$ cat src/rtl/mem_stage_reg.sv
// Memory-access pipeline stage: latches the execute payload, captures and holds
// synchronous data-SRAM read data across write-back stalls, and extracts loads.
module mem_stage_reg (
    input  logic        clk,
    input  logic        resetn,
    output logic        ms_allowin,
    input  logic        es_to_ms_valid,
    input  logic [38:0] es_rf_collect,
    input  logic [4:0]  es_mem_inst_bus,
    input  logic [31:0] es_pc,
    input  logic [31:0] data_sram_rdata,
    input  logic        ws_allowin,
    output logic        ms_to_ws_valid,
    output logic [69:0] ms_to_ws_bus,
    output logic [38:0] ms_rf_collect
);

    // Handshake: a transfer into this stage happens on a rising edge where
    // es_to_ms_valid & ms_allowin; a transfer out happens where
    // ms_to_ws_valid & ws_allowin. Valid never depends on the downstream allowin.
    logic        ms_valid;
    logic        ms_ready_go;
    logic        res_from_mem;
    logic        rf_we;
    logic [4:0]  rf_waddr;
    logic [31:0] ex_result;
    logic [4:0]  ld_type;
    logic [31:0] ms_pc;
    logic [31:0] rbuf;
    logic        rbuf_valid;
    logic [31:0] raw;
    logic [7:0]  byte_data;
    logic [15:0] half_data;
    logic [31:0] load_data;
    logic [31:0] ms_final_result;

    assign ms_ready_go    = 1'b1;
    assign ms_allowin     = ~ms_valid | (ms_ready_go & ws_allowin);
    assign ms_to_ws_valid = ms_valid & ms_ready_go;

    always_ff @(posedge clk or negedge resetn) begin
        if (!resetn) begin
            ms_valid <= 1'b0;
        end else if (ms_allowin) begin
            ms_valid <= es_to_ms_valid;
        end
    end

    always_ff @(posedge clk or negedge resetn) begin
        if (!resetn) begin
            res_from_mem <= 1'b0;
            rf_we        <= 1'b0;
            rf_waddr     <= 5'd0;
            ex_result    <= 32'd0;
            ld_type      <= 5'd0;
            ms_pc        <= 32'd0;
        end else if (es_to_ms_valid && ms_allowin) begin
            res_from_mem <= es_rf_collect[38];
            rf_we        <= es_rf_collect[37];
            rf_waddr     <= es_rf_collect[36:32];
            ex_result    <= es_rf_collect[31:0];
            ld_type      <= es_mem_inst_bus;
            ms_pc        <= es_pc;
        end
    end

    // The SRAM output is only trustworthy in the first MEM cycle; freeze it on
    // the first stalled edge so a re-presented request cannot corrupt the load.
    always_ff @(posedge clk or negedge resetn) begin
        if (!resetn) begin
            rbuf       <= 32'd0;
            rbuf_valid <= 1'b0;
        end else if (ms_allowin) begin
            rbuf_valid <= 1'b0;
        end else if (ms_valid && res_from_mem && !rbuf_valid) begin
            rbuf       <= data_sram_rdata;
            rbuf_valid <= 1'b1;
        end
    end

    assign raw = rbuf_valid ? rbuf : data_sram_rdata;

    always_comb begin
        byte_data = raw[7:0];
        case (ex_result[1:0])
            2'd0:    byte_data = raw[7:0];
            2'd1:    byte_data = raw[15:8];
            2'd2:    byte_data = raw[23:16];
            default: byte_data = raw[31:24];
        endcase
        half_data = ex_result[1] ? raw[31:16] : raw[15:0];
    end

    // Load type bits are {ld_w, ld_h, ld_hu, ld_b, ld_bu}; no type means word.
    always_comb begin
        load_data = raw;
        if (ld_type[4]) begin
            load_data = raw;
        end else if (ld_type[3]) begin
            load_data = {{16{half_data[15]}}, half_data};
        end else if (ld_type[2]) begin
            load_data = {16'd0, half_data};
        end else if (ld_type[1]) begin
            load_data = {{24{byte_data[7]}}, byte_data};
        end else if (ld_type[0]) begin
            load_data = {24'd0, byte_data};
        end
    end

    assign ms_final_result = res_from_mem ? load_data : ex_result;

    assign ms_to_ws_bus  = {rf_we & ms_valid, rf_waddr, ms_final_result, ms_pc};
    assign ms_rf_collect = {res_from_mem & ms_valid, rf_we & ms_valid, rf_waddr, ms_final_result};

endmodule

$ cat config.mk
export PLATFORM = sky130hd
export DESIGN_NAME = mem_stage_reg
export DESIGN_NICKNAME = d
export VERILOG_FILES = /design/src/rtl/mem_stage_reg.sv
export SDC_FILE = /design/constraint.sdc
export NUM_CORES = 1
export LEC_CHECK = 0
export CAP_MARGIN = 10
export CORE_MARGIN = 10
export CORE_UTILIZATION = 38
export DETAILED_ROUTE_END_ITERATION = 6
export PLACE_DENSITY = 0.69
export SYNTH_ARGS = -nofsm -noshare
export SYNTH_HDL_FRONTEND = slang
export SYNTH_SLANG_ARGS = --single-unit
$ cat constraint.sdc
create_clock -name clk -period 2 [get_ports clk]
set_clock_uncertainty 0.05 [all_clocks]
set_input_delay 0.2 -clock clk [delete_from_list [all_inputs] [get_ports clk]]
set_output_delay 0.2 -clock clk [all_outputs]
set_load 0.02 [all_outputs]
# After elaboration in Yosys (flattened, before gate mapping)
# Cells that the tools add are included.
op_classes:
  mux: 11
  eq_ne: 2
  n_reduce_logical: 7
  bitwise: 5
op_table:
  columns: ["operator", "n"]
  rows:
  - ["$mux 32", 7]
  - ["$pmux 8 s3", 1]
  - ["$mux 16", 1]
  - ["$logic_and 1x1->1", 3]
  - ["$and 1x1->1", 2]
  - ["$eq 2x1->1 const B", 1]
  - ["$eq 2x2->1 const B", 1]
  - ["$logic_not 2->1", 1]
  - ["$mux 1", 2]
  - ["$not 1->1", 2]
  - ["$reduce_and 2->1", 1]
  - ["$reduce_bool 2->1", 1]
  - ["$logic_not 1->1", 1]
  - ["$or 1x1->1", 1]
word_totals:
  out_inout_bits: 111
  input_bits: 112
  wordCells: 34
  register_bits: 110

# Logic depth before layout (Yosys ltp)
# Gate-level depths: netlist of run 1.
depth:
  ltp_word: 8
  mapped_depth: 8
  ltp_nobuf: 4

# Least setup slack after synthesis of run 1
# Ideal clock, no wire load.
synth_path:
  path_kind: "register to output"
  startpoint: "register rbuf_valid"
  endpoint: "output ms_to_ws_bus[34]"
  required_time_ns: 1.750
  setup_slack_ns: -0.310
  stages_incl_launch_ff: 8
  t_arrival_ns: 2.060
  cell_sequence: "dfrtp_1 buf_6 buf_6 or4b_4 o22ai_1 o21ai_1 a31oi_1 buf_4"
synth_between:
  elab_chain_len: 8
  word_cells_on_any_way: 9
synth_rtl:
  columns: ["element", "line", "rtl"]
  rows:
  - ["start: declaration", "30", "logic rbuf_valid;"]
  - ["start signal: assignment", "72", "rbuf_valid <= 1'b0;"]
  - ["start signal: assignment", "74", "rbuf_valid <= 1'b0;"]
  - ["start signal: assignment", "77", "rbuf_valid <= 1'b1;"]
  - ["$mux 32 (*)", "81", "assign raw = rbuf_valid ? rbuf : data_sram_rdata;"]
  - ["$pmux 8 s3", "85", "case (ex_result[1:0])"]
  - ["$mux 32", "105", "end else if (ld_type[0]) begin"]
  - ["$mux 32", "103", "end else if (ld_type[1]) begin"]
  - ["$mux 32", "101", "end else if (ld_type[2]) begin"]
  - ["$mux 32", "99", "end else if (ld_type[3]) begin"]
  - ["$mux 32 (*)", "97", "if (ld_type[4]) begin"]
  - ["$mux 32 (*)", "110", "assign ms_final_result = res_from_mem ? load_data : ex_result;"]
  - ["end: declaration", "14", "output logic [69:0] ms_to_ws_bus,"]
# Every way passes the cells marked *; elsewhere a longest branch is shown, timed or not.

# Worst setup path after layout of run 1
layout_path:
  startpoint: "register rbuf_valid"
  endpoint: "output ms_to_ws_bus[51]"
layout_between:
  elab_chain_len: 7
  word_cells_on_any_way: 9
layout_rtl:
  columns: ["element", "line"]
  rows:
  - ["$mux 32 (*)", "81"]
  - ["$pmux 8 s3 / $mux 32 (equally long branches)", "85, 105"]
  - ["$mux 32", "103"]
  - ["$mux 32", "101"]
  - ["$mux 32", "99"]
  - ["$mux 32 (*)", "97"]
  - ["$mux 32 (*)", "110"]
# Marked as above.

==> results of run 1 <==
-- worst min path at each step --
| stage | slack, ps | end | cells after the start |
|---|---|---|---|
| 5_1_grt | 140 | rbuf[2] | 2 |
| 2_1_floorplan | -150 | ex_result[0] | 0 |
| 6_report | 140 | rbuf[2] | 2 |
| 3_3_place_gp | -30 | rbuf[2] | 1 |
| 4_1_cts | 140 | rbuf[2] | 2 |
| 3_5_place_dp | -20 | rbuf[2] | 1 |
-- per-stage QoR --
stage	power [uW]	instance area [sq um]	setup TNS [ps]	util [%]	setup slack [ps]
floorplan	5390	6260	-782	-	-109
global placement	7250	9110	-37120	59.5	-766
detailed placement	7340	9110	-38900	59.5	-755
CTS	9650	9940	-37270	64.9	-517
global route	10300	10200	-42460	66.4	-564
finish	9810	10200	-36750	66.4	-505
-- cell type report --
type / instances / area [sq um] / share of cell area, %
Multi-Input combinational cell: 324 / 3440 / 33.9
Timing Repair Buffer: 336 / 3380 / 33.2
Sequential cell: 110 / 2760 / 27.1
Tap cell: 211 / 264 / 2.60
Clock buffer: 10 / 229 / 2.25
Clock inverter: 6 / 77.6 / 0.763
Inverter: 4 / 15.0 / 0.148
-- flip-flops by register name, summed over array words and instances (netlist names) --
| name | flops |
|---|---|
| rf_we | 1 |
| ld_type | 5 |
| rbuf_valid | 1 |
| ms_to_ws_valid | 1 |
| res_from_mem | 1 |
| ex_result | 32 |
| rf_waddr | 5 |
| rbuf | 32 |
| ms_pc | 32 |
-- power groups by stage --
| stage | registers [uW] | clock network, uW | logic [uW] |
|---|---|---|---|
| 6_report | 2990 | 1890 | 4940 |
| 5_1_grt | 3040 | 2050 | 5220 |
| 4_1_cts | 2970 | 1940 | 4740 |
| 3_5_place_dp | 3010 | 0 | 4330 |
| 3_3_place_gp | 2970 | 0 | 4280 |
| 2_1_floorplan | 3050 | 0 | 2350 |
-- routing by layer --
layer	vias up	part of all wire (%)	global-route usage, %
met5	-	0	0
met2	206	48	32.7
met4	0	1.6	6.17
li1	2369	-	-
met1	2612	42	24.0
met3	21	8.6	6.77
-- synthesized netlist by cell type (3+ instances only) --
library cell,instances
o21ai_0,5
mux2_2,135
nor2b_1,6
dfrtp_1,110
o22ai_1,27
mux2i_1,16
a21oi_1,30
nand2_1,33
a22oi_1,6
nor2_1,10
and2_1,4
a32oi_1,8
nand2b_1,6
clkbuf_1,10
inv_1,3
buf_2,14
buf_4,43
a31oi_1,5
o21ai_1,5
-- kinds of logic after synthesis --
logic type	after synthesis	share of synthesized area [%]
simple gates	69	5.97
buf+inv	73	7.81
compound gates	101	11.5
mux	154	28.8
flops	110	45.9
-- worst max-delay path, delay by kind of cell, from the launching register on --
family                 cells  cell delay [ps]
flip-flops                 1              490
multiplexers               1              320
AO/OA/AOI/OAI              3              580
buffers and inverters      3              490
-- repair_timing --
item,4_1_cts,5_1_grt
pin swaps,14,14
buffers inserted,13,5
gates cloned,2,1
hold endpoints to repair,110,0
hold buffers,1,0
endpoints found under the setup margin,69,97
gates resized for setup,429,52
==> results_dict.tcl, run 1 <==
set metrics [dict create \
    status "complete, but fails checks" \
    violations "setup timing" \
    p_leak_uw 0.00421 \
    reg2reg_slack_ps -280 \
    grt_usage_pct 19.9 \
    finalSetupViolCount 96 \
    synthArstFlopShare_pct 100 \
    setup.worst_path.class "flip-flop to output port" \
    synth_top_cell_by_area "dfrtp_1" \
    path_common_cell "buf_6" \
    netSwitchingFraction_pct 35.8 \
    syn_area_sq_mm 0.00599 \
    min_path_type "input port to async pin" \
    worst_setup_path_end_kind "output port" \
    rows 45 \
    ir_drop_uv 472 \
    drtPass1Iterations 4 \
    clockBufferDepth 2 \
    dp_hpwl_microns 16000 \
    grt_pass1_vias 5784 \
    power_switching_uw 3510 \
    clk_pin_slew_ps 80 \
    wl_microns 21700 \
    synth_top_area_share_pct 45.9 \
    fmax_ghz 0.399 \
    r2r_cells 9 \
    grt.overflow.total 0 \
    seq_power_share_pct 30.4 \
    final_nets 897 \
    crit_arrival_ps 2250 \
    post-route-period-util_pct 125 \
    io_pins 223 \
    maxSlewHeadroom_pct 68.4 \
    antenna_found_initial 0 \
    cts_made_buffers 9 \
    cp_max_fo 7 \
    vias 5208 \
    initialDrtViolationCount 270 \
    n_antenna_cell 0 \
    fin_cells 1001 \
    rsz0062_at_grt "true" \
    setup_ws_ps -505 \
    fillers 1145 \
    max-cap-violations 0 \
    whs_ps 143 \
    place_inst 965 \
    initial_core_util_pct 39.1 \
    io_buffers 222 \
    final_antenna_net_count 0 \
    die_height_microns 146 \
    crit_required_ps 1750 \
    power_frac_comb_pct 50.3 \
    syn-num-nets 619 \
    path_cells "buf_6 -> mux2_4 -> a2bb2oi_4 -> a31oi_4 -> buf_6 -> a21oi_2 -> buf_4" \
    mostFrequentLayoutCell "clkdlybuf4s50_1" \
    grt_max_degree 71 \
    design.die.area_sq_mm 0.0212 \
    cts_root_buf "clkbuf_16" \
    cellPowerDensity_mw_per_mm2 965 \
    crit_start "rbuf_valid" \
    cts.htree.levels 3 \
    drive_gt1_share_pct 51.3 \
    worst_pin_slew_ps 473 \
    maxSlewViolCount 0 \
    synth_ff_type "dfrtp_1" \
    mostFrequentLayoutCells "clkdlybuf4s50_1, dfrtp_1, mux2_2" \
    synth_area_leaders "dfrtp_1, mux2_2, buf_4" \
    cp_slowest_cell "dfrtp_2" \
    pwr-share-clk_pct 19.2 \
    cts_tree "built" \
    drc_errors 0 \
    die_w_microns 146 \
    core_region_area_sq_mm 0.0153 \
    syn_to_final_growth_pct 69.7 \
    start_kind "flip-flop" \
    yosysWarnings 0 \
    r2r-start "rbuf_valid" \
    synth_edf_count 0 \
    crit_end "ms_to_ws_bus[51]" \
    layout_min_cycle_time_ps 2500 \
    clock-sinks 110 \
    yosysUniqueCellTypes 46 \
    slowest_delay_ps 490 \
    avgSynthCellArea_sq_um 11.8 \
    finalHoldViolations 0 \
    gp_congestion 0.866 \
    synthCells 507 \
    viasPerCell 5.20 \
    ys_seq_area_share_pct 45.9 \
    clkLatencyLatePin_ps 360 \
    wire_per_inst_microns 21.7 \
    timing.rr.end "rbuf[17]" \
    synth_seq_cells 110 \
    p_int_uw 6300 \
    grt_pass1_wl_microns 33700 \
]
(Power assumes the default switching activity.)
==> run 2: changes to the inputs <==
SKIP_CTS_REPAIR_TIMING = 1   (was not set)
==> run 2 against run 1 <==
The flow still finishes with violations (setup timing). Global-route usage down 1.1 points. Largest cell class unchanged. Cell area is 1.8% lower. Hold slack gained 4.5 ps. Critical path type unchanged. Register-to-register slack gained 350 ps. Die area stayed put. Total power shrank 2.4%. Flip-flop and latch count unchanged. Combinational power down 4.7%. Routed wire length down 2.9%. Utilization fell by 1.2 points. Sequential share of layout area up 0.49 points. Critical path depth unchanged.
==> results_dict.tcl, run 2 (synthesized netlist as in run 1, its figures left out) <==
set metrics [dict create \
    design.die.area_sq_mm 0.0212 \
    rsz0062_at_grt "true" \
    grt_max_degree 71 \
    fillers 1219 \
    setup_tns_ps -27690 \
    antenna_found_initial 0 \
    mostFrequentLayoutCell "clkdlybuf4s50_1" \
    die_w_microns 146 \
    maxSlewHeadroom_pct 68.3 \
    io_buffers 222 \
    clock-sinks 110 \
    finalSetupViolCount 64 \
    drive_gt1_share_pct 51.1 \
    path_common_cell "buf_6" \
    drtPass1Iterations 4 \
    regArea_sq_mm 0.00276 \
    dp_hpwl_microns 16000 \
    wire_per_inst_microns 21.2 \
    clockBufferDepth 2 \
    critPathBufInv 3 \
    crit_arrival_ps 2270 \
    cp_max_fo 5 \
    layout_min_cycle_time_ps 2520 \
    viasPerCell 5.18 \
    initial_core_util_pct 39.1 \
    grt_pass1_wl_microns 32000 \
    fmax_ghz 0.397 \
    cts_made_buffers 9 \
    worst_pin_slew_ps 462 \
    initialDrtViolationCount 213 \
    whs_ps 147 \
    r2r-start "res_from_mem" \
    finalHoldViolations 0 \
    grt_pass1_vias 5556 \
    multi_input_area_sq_mm 0.00334 \
    netSwitchingFraction_pct 35.9 \
    grt.overflow.total 0 \
    n_antenna_cell 0 \
    rows 45 \
    gp_congestion 0.866 \
    core_region_area_sq_mm 0.0153 \
    p_leak_uw 0.00409 \
    syn_to_final_growth_pct 66.7 \
    path_delay_family "multiplexers" \
    cellPowerDensity_mw_per_mm2 959 \
    slowest_delay_ps 450 \
    cp_slowest_cell "dfrtp_2" \
    clkLatencyLatePin_ps 360 \
    path_cells "buf_6 -> buf_6 -> mux2_4 -> mux2_4 -> a31o_4 -> a22o_4 -> buf_6" \
    die_height_microns 146 \
    power_uw 9570 \
    io_pins 223 \
    setup.worst_path.class "flip-flop to output port" \
    power_frac_comb_pct 49.2 \
    drc_errors 0 \
    final_antenna_net_count 0 \
    crit_required_ps 1750 \
    pwr-share-clk_pct 19.7 \
    worst_setup_path_end_kind "output port" \
    maxSlewViolCount 0 \
    cts.htree.levels 3 \
    vias 5167 \
    r2r_cells 7 \
    cts_root_buf "clkbuf_16" \
    reg_top3 "ex_result: 32 flops, ms_pc: 32 flops, rbuf: 32 flops" \
    setup_ws_ps -516 \
    design_area_sq_mm 0.00998 \
    clk_pin_slew_ps 80 \
    final_nets 893 \
    timing.rr.end "rbuf[15]" \
    max-cap-violations 0 \
    p_int_uw 6140 \
    reg2reg_slack_ps 70 \
    status "complete, but fails checks" \
    place_area_sq_mm 0.00911 \
    post-route-period-util_pct 126 \
    grt_usage_pct 18.9 \
    power_switching_uw 3430 \
    violations "setup timing" \
    mostFrequentLayoutCells "clkdlybuf4s50_1, mux2_2, dfrtp_1" \
    cts_tree "built" \
    start_kind "flip-flop" \
    seq_power_share_pct 31.1 \
    min_path_type "input port to async pin" \
    wl_microns 21100 \
    ir_drop_uv 465 \
]
run 2: cell count changes in the layout (fill, tap and decap cells not counted), sizes merged:
cell / before / now
dlymetal6s2s: 1 / 2
clkdlybuf4s50: 155 / 156
clkinvlp: 1 / 2
clkinv: 2 / 1
buf: 177 / 167
dlygate4sd2: 1 / 0
clkbuf: 11 / 16
run 2: cell type report:
class | instances | area share [%]
clock buffers | 10 | 2.29
clock inverters | 6 | 0.777
inverters | 4 | 0.188
multi-input cells | 324 | 33.4
flip-flops and latches | 110 | 27.6
well taps | 211 | 2.64
repair buffers | 332 | 33.0
run 2: layer usage:
layer / part of all wire, % / vias up / GRT usage (%) / routed length (microns)
li1: - / 2365 / - / -
met1: 42 / 2577 / 22.9 / 8930
met2: 48 / 203 / 30.6 / 10000
met3: 8.5 / 22 / 6.64 / 1790
met4: 1.7 / 0 / 5.86 / 355
met5: 0 / - / 0 / 0
run 2: power by group through the flow:
stage	Sequential [uW]	Clock (uW)	Combinational, uW
floorplan	3050	0	2350
global placement	2970	0	4280
detailed placement	3010	0	4330
CTS	2970	1940	4350
global route	3040	2050	4980
finish	2980	1880	4710
run 2: worst max-delay path by stage:
stage                 startpoint          endpoint  slack, ps  cells past startpoint
finish                rbuf_valid  ms_to_ws_bus[32]       -520                      7
global route          rbuf_valid  ms_to_ws_bus[32]       -540                      7
CTS                   rbuf_valid  ms_rf_collect[3]      -1150                      5
detailed placement    rbuf_valid  ms_rf_collect[3]       -750                      5
global placement      rbuf_valid  ms_to_ws_bus[37]       -770                      5
floorplan           ex_result[1]  ms_to_ws_bus[63]       -110                      6
run 2: through the flow:
| step | setup WS [ps] | cells | util (%) |
|---|---|---|---|
| after floorplan | -109 | 507 | - |
| after global routing | -542 | 997 | 65.2 |
| after CTS | -1150 | 981 | 61.5 |
| final | -516 | 997 | 65.2 |
| after global placement | -766 | 965 | 59.5 |
| after detailed placement | -755 | 965 | 59.5 |
==> run 3: changes to the inputs <==
--- a/config.mk
+++ b/config.mk
@@ -6,7 +6,9 @@
 export NUM_CORES = 1
 export LEC_CHECK = 0
+export ABC_AREA = 0
 export CAP_MARGIN = 10
 export CORE_MARGIN = 10
 export CORE_UTILIZATION = 38
+export CTS_CLUSTER_SIZE = 12
 export DETAILED_ROUTE_END_ITERATION = 6
 export PLACE_DENSITY = 0.69
==> constraint.sdc (replaced) <==
create_clock -name clk -period 2 [get_ports clk]
set_clock_uncertainty 0.05 [all_clocks]
set_input_delay 0.2 -clock clk [delete_from_list [all_inputs] [get_ports clk]]
set_output_delay 0.2 -clock clk [all_outputs]
set_load 0.1 [all_outputs]
==> run 3 against run 2 <==
The flow still finishes with violations (setup timing). Combinational power rose by 80%. Global-route usage rose by 0.65 points. Via count fell by 4.5%. Critical path depth fell by 2. Non-clock buffer count fell by 32. Utilization rose by 1.2 points. Sequential share of layout area fell by 0.47 points. First-iteration DRC count fell by 19%. Count of clock-buffer cells in the layout fell by 1. Setup slack got worse by 80 ps. Flip-flop and latch count did not move. Critical path type unchanged.
==> results_dict.tcl, run 3 (synthesized netlist as in run 1, its figures left out) <==
set metrics [dict create \
    setup_ws_ps -596 \
    violations "setup timing" \
    cts_root_buf "clkbuf_16" \
    crit_start "ld_type[2]" \
    cellPowerDensity_mw_per_mm2 1330 \
    wl_microns 20700 \
    finalSetupViolCount 64 \
    timing.rr.end "rbuf[29]" \
    min_path_type "input port to async pin" \
    dp_hpwl_microns 17000 \
    reg_top3 "ex_result: 32 flops, ms_pc: 32 flops, rbuf: 32 flops" \
    place_area_sq_mm 0.00972 \
    start_kind "flip-flop" \
    clk_pin_slew_ps 80 \
    fmax_ghz 0.385 \
    rows 45 \
    grt_pass1_vias 5647 \
    cp_max_fo 6 \
    die_w_microns 146 \
    path_delay_family "compound AO/OA/AOI/OAI gates" \
    drive_gt1_share_pct 54.2 \
    antenna_found_initial 0 \
    drc_errors 0 \
    clockBufferDepth 2 \
    design_area_sq_mm 0.0102 \
    whs_ps 267 \
    design.die.area_sq_mm 0.0212 \
    n_antenna_cell 0 \
    fin_cells 965 \
    mostFrequentLayoutCell "mux2_2" \
    grt_pass1_wl_microns 33000 \
    r2r_cells 5 \
    crit_end "ms_to_ws_bus[33]" \
    reg2reg_slack_ps 100 \
    viasPerCell 5.12 \
    rsz0062_at_grt "true" \
    clkLatencyLatePin_ps 360 \
    dp_slack_ps -454 \
    drtPass1Iterations 4 \
    vias 4937 \
    mostFrequentLayoutCells "mux2_2, buf_4, clkdlybuf4s50_1" \
    maxSlewHeadroom_pct 71.1 \
    io_pins 223 \
    worst_pin_slew_ps 434 \
    layout_min_cycle_time_ps 2600 \
    die_height_microns 146 \
    core_region_area_sq_mm 0.0153 \
    grt_max_degree 47 \
    final_nets 861 \
    io_buffers 222 \
    gp_congestion 0.882 \
    worst_setup_path_end_kind "output port" \
    wire_per_inst_microns 21.4 \
    post-route-period-util_pct 130 \
    status "complete, but fails checks" \
    crit_arrival_ps 2350 \
    grt_usage_pct 19.5 \
    cp.depth 5 \
    clock-sinks 110 \
    maxSlewViolCount 0 \
    place_inst 947 \
    finalHoldViolations 0 \
    slowest_delay_ps 640 \
    initial_core_util_pct 39.1 \
    setup.worst_path.class "flip-flop to output port" \
    p_leak_uw 0.00418 \
    r2r-start "rbuf_valid" \
    initialDrtViolationCount 173 \
    cp_slowest_cell "or4bb_4" \
    critPathBufInv 1 \
    cts_made_buffers 9 \
    syn_to_final_growth_pct 69.8 \
    cts_tree "built" \
    ir_drop_uv 702 \
    post-route-util_pct 66.4 \
    crit_required_ps 1750 \
    final_antenna_net_count 0 \
    max-cap-violations 0 \
    path_cells "or4bb_4 -> o22ai_2 -> o21ai_2 -> a32oi_4 -> buf_12" \
    cts.htree.levels 3 \
    grt.overflow.total 0 \
]
==> run 3: cell type report <==
cell class,count,area (sq um)
Timing Repair Buffer,300,3470
Clock buffer,9,225
Multi-Input combinational cell,324,3320
Inverter,4,15.0
Fill cell,1161,5140
Sequential cell,110,2760
Tap cell,211,264
Clock inverter,7,114
==> run 3: worst min-delay path by stage <==
stage,endpoint
after global placement,rbuf[2]
after global routing,rbuf[3]
after CTS,rbuf[3]
after detailed placement,rbuf[2]
after floorplan,ex_result[0]
final,rbuf[3]
==> run 3: metrics by stage <==
| stage | total power, uW | setup TNS (ps) |
|---|---|---|
| after floorplan | 9170 | -25310 |
| after global placement | 11400 | -13650 |
| after detailed placement | 11500 | -15350 |
| after CTS | 13600 | -37490 |
| after global routing | 14000 | -38180 |
| final | 13500 | -32600 |
==> run 3: layer usage <==
metal	routed length, microns	global-route usage (%)	part of all wire, %	vias up
met2	10200	33.2	49	176
met1	8780	23.4	42	2441
li1	-	-	-	2303
met5	0	0	0	-
met3	1460	6.89	7.1	17
met4	231	3.64	1.1	0
==> run 3: report_power, final <==
part | total [uW] | internal, uW | switching [uW]
logic | 8480 | 3020 | 5450
clock network | 2040 | 1130 | 915
registers | 2990 | 2680 | 313
==> run 3: worst reg2reg max path, stage by stage (launching register included) <==
cell and delay [ps]:
dfrtp_2 480, buf_4 230, buf_4 190, nor3_4 240, buf_4 250, mux2_2 360
